--- src/rtl/ysyx_22050612_ctrl_pkg.sv ---
// Shared types and constants for the execute-stage sequencer.
package ysyx_22050612_ctrl_pkg;

  localparam int unsigned XLEN    = 64;
  localparam int unsigned ILEN    = 32;
  localparam int unsigned CAUSE_W = 2;

  localparam logic [XLEN-1:0] RESET_PC_DEFAULT = 64'h8000_0000;

  typedef enum logic [2:0] {
    S_IDLE   = 3'd0,
    S_FETCH  = 3'd1,
    S_DECODE = 3'd2,
    S_EXEC   = 3'd3,
    S_MEM    = 3'd4,
    S_WB     = 3'd5,
    S_HALT   = 3'd6
  } state_e;

  localparam logic [CAUSE_W-1:0] CAUSE_NONE     = 2'd0;
  localparam logic [CAUSE_W-1:0] CAUSE_ILLEGAL  = 2'd1;
  localparam logic [CAUSE_W-1:0] CAUSE_MISALIGN = 2'd2;
  localparam logic [CAUSE_W-1:0] CAUSE_TIMEOUT  = 2'd3;

  // Decoder attributes held from DECODE until the instruction commits.
  typedef struct packed {
    logic wen;
    logic is_load;
    logic is_store;
  } dec_flags_t;

  function automatic logic pc_misaligned(input logic [XLEN-1:0] addr);
    return addr[1:0] != 2'b00;
  endfunction

endpackage

--- src/rtl/ysyx_22050612_exu_ctrl_hs_timer.sv ---
// Handshake wait counter: cleared outside wait states, counts unacknowledged
// request cycles and flags the cycle in which the limit is reached.
module ysyx_22050612_hs_timer #(
  parameter int unsigned LIMIT = 255
) (
  input  logic clk,
  input  logic rst,
  input  logic clr_i,
  input  logic en_i,
  output logic expire_c
);

  localparam int unsigned CNT_W = (LIMIT > 1) ? $clog2(LIMIT + 1) : 1;

  logic [CNT_W-1:0] cnt_q, cnt_d;

  always_comb begin
    cnt_d = cnt_q;
    if (clr_i) begin
      cnt_d = '0;
    end else if (en_i) begin
      cnt_d = cnt_q + CNT_W'(1);
    end
  end

  always_ff @(posedge clk or posedge rst) begin
    if (rst) begin
      cnt_q <= '0;
    end else begin
      cnt_q <= cnt_d;
    end
  end

  // The current cycle is the LIMIT-th unacknowledged one.
  assign expire_c = en_i && !clr_i && (cnt_q == CNT_W'(LIMIT - 1));

endmodule

--- src/rtl/ysyx_22050612_exu_ctrl.sv ---
// Multi-cycle execute sequencer: fetch, decode, execute, optional memory, writeback.
// Optional handshake timeout enabled by defining YSYX_22050612_TIMEOUT_EN.
module ysyx_22050612_exu_ctrl
  import ysyx_22050612_ctrl_pkg::*;
#(
  parameter logic [XLEN-1:0] RESET_PC       = RESET_PC_DEFAULT,
  parameter int unsigned     TIMEOUT_CYCLES = 255
) (
  input  logic               clk,
  input  logic               rst,
  output logic               ifu_req,
  output logic [XLEN-1:0]    ifu_addr,
  input  logic               ifu_ack,
  input  logic [ILEN-1:0]    ifu_inst,
  output logic [ILEN-1:0]    inst_q,
  input  logic               dec_wen,
  input  logic               dec_is_load,
  input  logic               dec_is_store,
  input  logic               dec_illegal,
  input  logic               dec_ebreak,
  input  logic [XLEN-1:0]    exu_dnpc,
  output logic               lsu_req,
  input  logic               lsu_ack,
  output logic               rf_wen,
  output logic [XLEN-1:0]    pc,
  output logic               retire,
  output logic [XLEN-1:0]    instret,
  output logic               halt,
  output logic [CAUSE_W-1:0] trap_cause
);

  state_e             state_q, state_d;
  dec_flags_t         flags_q, flags_d;
  logic [ILEN-1:0]    inst_d;
  logic [XLEN-1:0]    npc_q, npc_d;
  logic [XLEN-1:0]    pc_q, pc_d;
  logic [XLEN-1:0]    instret_q, instret_d;
  logic [CAUSE_W-1:0] cause_q, cause_d;
  logic               ifu_req_q, lsu_req_q, rf_wen_q, retire_q, halt_q;
  logic               ifu_fire_c, lsu_fire_c, timeout_c;

  // Acks count only while the matching request is asserted.
  assign ifu_fire_c = ifu_ack && ifu_req_q;
  assign lsu_fire_c = lsu_ack && lsu_req_q;

`ifdef YSYX_22050612_TIMEOUT_EN
  logic wait_clr, wait_en;

  assign wait_clr = (state_q != S_FETCH) && (state_q != S_MEM);
  assign wait_en  = ((state_q == S_FETCH) && !ifu_fire_c) ||
                    ((state_q == S_MEM) && !lsu_fire_c);

  ysyx_22050612_hs_timer #(
    .LIMIT (TIMEOUT_CYCLES)
  ) u_hs_timer (
    .clk      (clk),
    .rst      (rst),
    .clr_i    (wait_clr),
    .en_i     (wait_en),
    .expire_c (timeout_c)
  );
`else
  logic unused_timeout;

  assign timeout_c      = 1'b0;
  assign unused_timeout = ^TIMEOUT_CYCLES;
`endif

  always_comb begin
    state_d   = state_q;
    flags_d   = flags_q;
    inst_d    = inst_q;
    npc_d     = npc_q;
    pc_d      = pc_q;
    instret_d = instret_q;
    cause_d   = cause_q;

    case (state_q)
      S_IDLE: state_d = S_FETCH;

      S_FETCH: begin
        if (ifu_fire_c) begin
          inst_d  = ifu_inst;
          state_d = S_DECODE;
        end else if (timeout_c) begin
          cause_d = CAUSE_TIMEOUT;
          state_d = S_HALT;
        end
      end

      S_DECODE: begin
        flags_d.wen      = dec_wen;
        flags_d.is_load  = dec_is_load;
        flags_d.is_store = dec_is_store;
        if (dec_illegal) begin
          cause_d = CAUSE_ILLEGAL;
          state_d = S_HALT;
        end else if (dec_ebreak) begin
          cause_d = CAUSE_NONE;
          state_d = S_HALT;
        end else begin
          state_d = S_EXEC;
        end
      end

      S_EXEC: begin
        npc_d = exu_dnpc;
        if (pc_misaligned(exu_dnpc)) begin
          cause_d = CAUSE_MISALIGN;
          state_d = S_HALT;
        end else if (flags_q.is_load || flags_q.is_store) begin
          state_d = S_MEM;
        end else begin
          state_d = S_WB;
        end
      end

      S_MEM: begin
        if (lsu_fire_c) begin
          state_d = S_WB;
        end else if (timeout_c) begin
          cause_d = CAUSE_TIMEOUT;
          state_d = S_HALT;
        end
      end

      S_WB: begin
        pc_d      = npc_q;
        instret_d = instret_q + XLEN'(1);
        state_d   = S_FETCH;
      end

      S_HALT: state_d = S_HALT;

      default: state_d = S_HALT;
    endcase
  end

  // Strobes and requests are decoded from the next state so they are registered.
  always_ff @(posedge clk or posedge rst) begin
    if (rst) begin
      state_q    <= S_IDLE;
      flags_q    <= '0;
      inst_q     <= '0;
      npc_q      <= '0;
      pc_q       <= RESET_PC;
      instret_q  <= '0;
      cause_q    <= CAUSE_NONE;
      ifu_req_q  <= 1'b0;
      lsu_req_q  <= 1'b0;
      rf_wen_q   <= 1'b0;
      retire_q   <= 1'b0;
      halt_q     <= 1'b0;
    end else begin
      state_q    <= state_d;
      flags_q    <= flags_d;
      inst_q     <= inst_d;
      npc_q      <= npc_d;
      pc_q       <= pc_d;
      instret_q  <= instret_d;
      cause_q    <= cause_d;
      ifu_req_q  <= (state_d == S_FETCH);
      lsu_req_q  <= (state_d == S_MEM);
      rf_wen_q   <= (state_d == S_WB) && flags_d.wen && !flags_d.is_store;
      retire_q   <= (state_d == S_WB);
      halt_q     <= (state_d == S_HALT);
    end
  end

  assign ifu_req    = ifu_req_q;
  assign ifu_addr   = pc_q;
  assign lsu_req    = lsu_req_q;
  assign rf_wen     = rf_wen_q;
  assign pc         = pc_q;
  assign retire     = retire_q;
  assign instret    = instret_q;
  assign halt       = halt_q;
  assign trap_cause = cause_q;

endmodule

--- config.mk ---
export PLATFORM = sky130hd
export DESIGN_NAME = ysyx_22050612_exu_ctrl
export DESIGN_NICKNAME = d
export VERILOG_FILES = /design/src/rtl/ysyx_22050612_ctrl_pkg.sv /design/src/rtl/ysyx_22050612_exu_ctrl_hs_timer.sv /design/src/rtl/ysyx_22050612_exu_ctrl.sv
export SDC_FILE = /design/constraint.sdc
export NUM_CORES = 1
export LEC_CHECK = 0
export ABC_AREA = 1
export BUFFER_PORTS_ARGS = -buffer_cell sky130_fd_sc_hd__buf_2
export CAP_MARGIN = 10
export CORE_MARGIN = 4
export CORE_UTILIZATION = 31
export CTS_BUF_LIST = sky130_fd_sc_hd__clkbuf_4 sky130_fd_sc_hd__clkbuf_8
export DETAILED_ROUTE_END_ITERATION = 16
export SLEW_MARGIN = 20
export SYNTH_ARGS = -nofsm -noshare
export SYNTH_HDL_FRONTEND = slang
export SYNTH_SLANG_ARGS = --single-unit
--- constraint.sdc ---
create_clock -name clk -period 6.4 [get_ports clk]
set_input_delay 0.32 -clock clk [delete_from_list [all_inputs] [get_ports clk]]
set_output_delay 0.32 -clock clk [all_outputs]
set_load 0.01 [all_outputs]
==> metrics.yaml <==
setup_path:
  crit_cells: 7
  critPathCaptureType: "flop"
  reg2reg_to: "halt$_DFF_PP0_"
  slowest_delay_ns: 0.61
  crit_required_ns: 6.88
  cp_cell_sequence: "inv_1 -> nand3_2 -> buf_4 -> inv_2 -> nand3_1 -> o2111ai_1 -> nor3b_1"
  rrSetupSlack_ns: 4.05
  crit_buf_inv: 3
  r2r_cells: 7
  cp-start-kind: "flop"
  critPathMaxFanout: 67
  critical_path.top_delay_family: "buffers and inverters"
  timing.rr.start: "state_q[2]$_DFF_PP0_"
  cp.arrival_ns: 2.83
  cp_slowest_cell: "buf_4"
  crit_start: "state_q[2]$_DFF_PP0_"
  worstSetupEndpoint: "halt$_DFF_PP0_"
  criticalPathCategory: "flop to flop"
die:
  fp.coreArea_sq_um: 33800
  start_util_pct: 31.6
  design.die.area_sq_um: 37500
  io_pins: 336
  die_h_um: 194
  row_count: 67
  die_w_um: 194
clock_tree:
  cts_buffers: 42
  clk_latency_ns: 0.57
  htreeDepth: 2
  cts_tree: "done"
  cts_buffer_depth: 3
  clkSinkCount: 237
  cts_root_buf: "clkbuf_8"
  cts_setup_buffers: 0
  cts.clk_slew.worst_paths_ns: 0.06
timing:
  fin_crit_ns: 2.35
  rsz0062_at_grt: "no"
  fin_crit_sh_pct: 36.7
  finalSetupViolations: 0
  skew_ns: 0.0371
  tightestPinTransition_ns: 0.821
  hold_viol: 0
  slew_violations: 0
  tns_ns: 0
  max_slew_margin_pct: 45.3
  clock.fmax_ghz: 0.425
routing:
  viasPerCell: 4.43
  dr_total_vias: 9584
  drt_first_pass_iters: 5
  routed_wl_um: 32400
  wl_per_cell_um: 15.0
  final_antenna_net_count: 0
  drt_iter0_drc: 401
  drcViolationCount: 0
synthesis:
  synth_top_family_by_area: "simple AND/OR/NAND/NOR gates"
  yosys.cell_types.count: 33
  synthXorXnorAreaFrac_pct: 3.61
  yosys-top-cells-area: "dfrtp_1 (55%), nand2_1 (23%), buf_4 (4.5%)"
  ys_dominant_reg_cell: "dfrtp_1"
  yosys.area.top_type: "dfrtp_1"
  synthAdderAreaFrac_pct: 0.117
  syn_area_sq_um: 10700
  yosys.area_share.simple_pct: 31.3
  synthesis.nets: 1407
  syn_inst: 1301
  synth-edff-count: 0
  yosysSeqAreaShare_pct: 55.6
  yosys-top-cells-count: "nand2_1 (653), dfrtp_1 (236), nor2_1 (89), inv_1 (71), buf_4 (64)"
  yosysTopAreaCellShare_pct: 55.3
  synthMostInstantiatedCell: "nand2_1"
  yosysWarnings: 0
  synth-async-reset-ratio_pct: 100
  avgSynthCellArea_sq_um: 8.21
  synth_compound_area_share_pct: 0.656
  ys_ff_latch: 237
  synthMuxAreaShare_pct: 0.211
power_and_ir_drop:
  pwr-share-comb_pct: 4.0
  power_frac_seq_pct: 50.0
  p_per_area_nw_per_um2: 211
  p_int_mw: 2.32
  vdd_ir_drop_max_mv: 0.135
  switchingPower_mw: 0.682
  power.switching_fraction_pct: 22.7
  leakagePower_nw: 7.81
  power_frac_clock_pct: 46.0
place:
  place_inst: 1992
  io_buffers: 335
  hpwl_um: 22000
  gp_congestion: 0.884
global_routing:
  grt_start_max_net_pins: 133
  grt_pass1_wl_um: 51800
  track_usage_pct: 16.9
  grt_pass1_vias: 9774
  grt_overflow_total: 0
  antenna_found_initial: 2
cells_and_area:
  nNetsFinal: 1795
  synthToLayoutAreaGrowth_pct: 33.0
  drive_gt1_share_pct: 25.5
  instances_no_fill: 2162
flow_run:
  maxCapViolations: 0
status:
  status: "complete, no violations"
min_path:
  hold_path_class: "input port to flop"
## how the worst min path moves through the flow
stage,to,cells after the start,from
global placement,ifu_addr[59]$_DFFE_PP0N_,2,npc_q[59]$_DFFE_PP0P_
floorplan,npc_q[0]$_DFFE_PP0P_,2,exu_dnpc[0]
detailed placement,ifu_addr[38]$_DFFE_PP0N_,2,npc_q[38]$_DFFE_PP0P_
finish,flags_q[0]$_DFF_PP0_,3,dec_is_store
CTS,flags_q[0]$_DFF_PP0_,3,dec_is_store
global route,flags_q[0]$_DFF_PP0_,3,dec_is_store
## flip-flops by register name (all words and copies together), names as in the netlist
signal      flops
ifu_addr       64
instret        64
npc_q          64
inst_q         32
flags_q         3
state_q         3
trap_cause      2
halt            1
ifu_req         1
lsu_req         1
retire          1
rf_wen          1
## layer usage
metal	routed length [um]	up-vias	global-route usage (%)
li1	-	4692	-
met1	13900	4492	21.6
met2	15100	336	27.4
met3	2470	62	5.20
met4	900	2	5.69
met5	7	-	0
## layout make-up
| type | instances | area [sq um] |
|---|---|---|
| Fill cell | 3398 | 19600 |
| Sequential cell | 237 | 5930 |
| Multi-Input combinational cell | 890 | 3850 |
| Timing Repair Buffer | 443 | 2770 |
| Clock buffer | 60 | 751 |
| Tap cell | 448 | 561 |
| Inverter | 75 | 285 |
| Clock inverter | 8 | 52.6 |
| Antenna cell | 1 | 2.50 |
## cell families (layout without fill, tap and decap cells)
| family | Yosys count | in the layout |
|---|---|---|
| simple gates | 831 | 831 |
| flops | 237 | 237 |
| buf+inv | 174 | 586 |
| xor+xnor | 44 | 44 |
| compound gates | 12 | 12 |
| mux | 2 | 2 |
| fa+ha+maj | 1 | 1 |
| other cells | 0 | 1 |
## through the flow
stage | hold slack (ns) | total power, mW | util, % | worst slack [ns] | instance area, sq um
after floorplan | 0.430 | 1.55 | - | 2.97 | 10700
after global placement | 0.449 | 1.60 | 36.6 | 3.69 | 12400
after detailed placement | 0.452 | 1.60 | 36.6 | 4.02 | 12400
after CTS | 0.00257 | 3.06 | 42.0 | 4.00 | 14200
after global routing | 0.0319 | 3.13 | 42.0 | 3.78 | 14200
final | 0.0566 | 3.00 | 42.0 | 4.05 | 14200
## what timing repair did
action                                 in CTS  in global routing
endpoints found under the hold margin     141                  0
resized for setup                           0                  0
hold buffers                              100                  0
## cells in the final DEF, fill, tap and decap left out, types with 2 or more instances in the layout
cell	n
nand2_1	653
buf_2	335
dfrtp_1	236
dlygate4sd3_1	100
nor2_1	89
inv_1	69
clkbuf_8	48
nand3_1	34
xor2_1	24
xnor2_1	20
nor3_1	15
clkbuf_4	12
nand4_1	11
o21ai_0	7
nand3b_1	6
inv_2	5
nor2_2	5
clkinv_2	5
buf_4	5
nor2_4	4
nor3b_1	4
nand3_4	2
mux2_2	2
clkinvlp_4	2
nand2_2	2
nor3_2	2
buf_12	2
## tightest hold or removal path, delay by kind of cell
kind	cells	cell delay, ns
AOI/OAI and AO/OA	1	0.11
buffers and inverters	2	0.16
## power by group through the flow
stage / Sequential, mW / Clock (mW) / Combinational, mW
floorplan: 1.53 / 0 / 0.0243
global placement: 1.53 / 0 / 0.0731
detailed placement: 1.53 / 0 / 0.0729
CTS: 1.50 / 1.43 / 0.120
global route: 1.50 / 1.49 / 0.134
finish: 1.50 / 1.38 / 0.121
(Power assumes the default switching activity.)
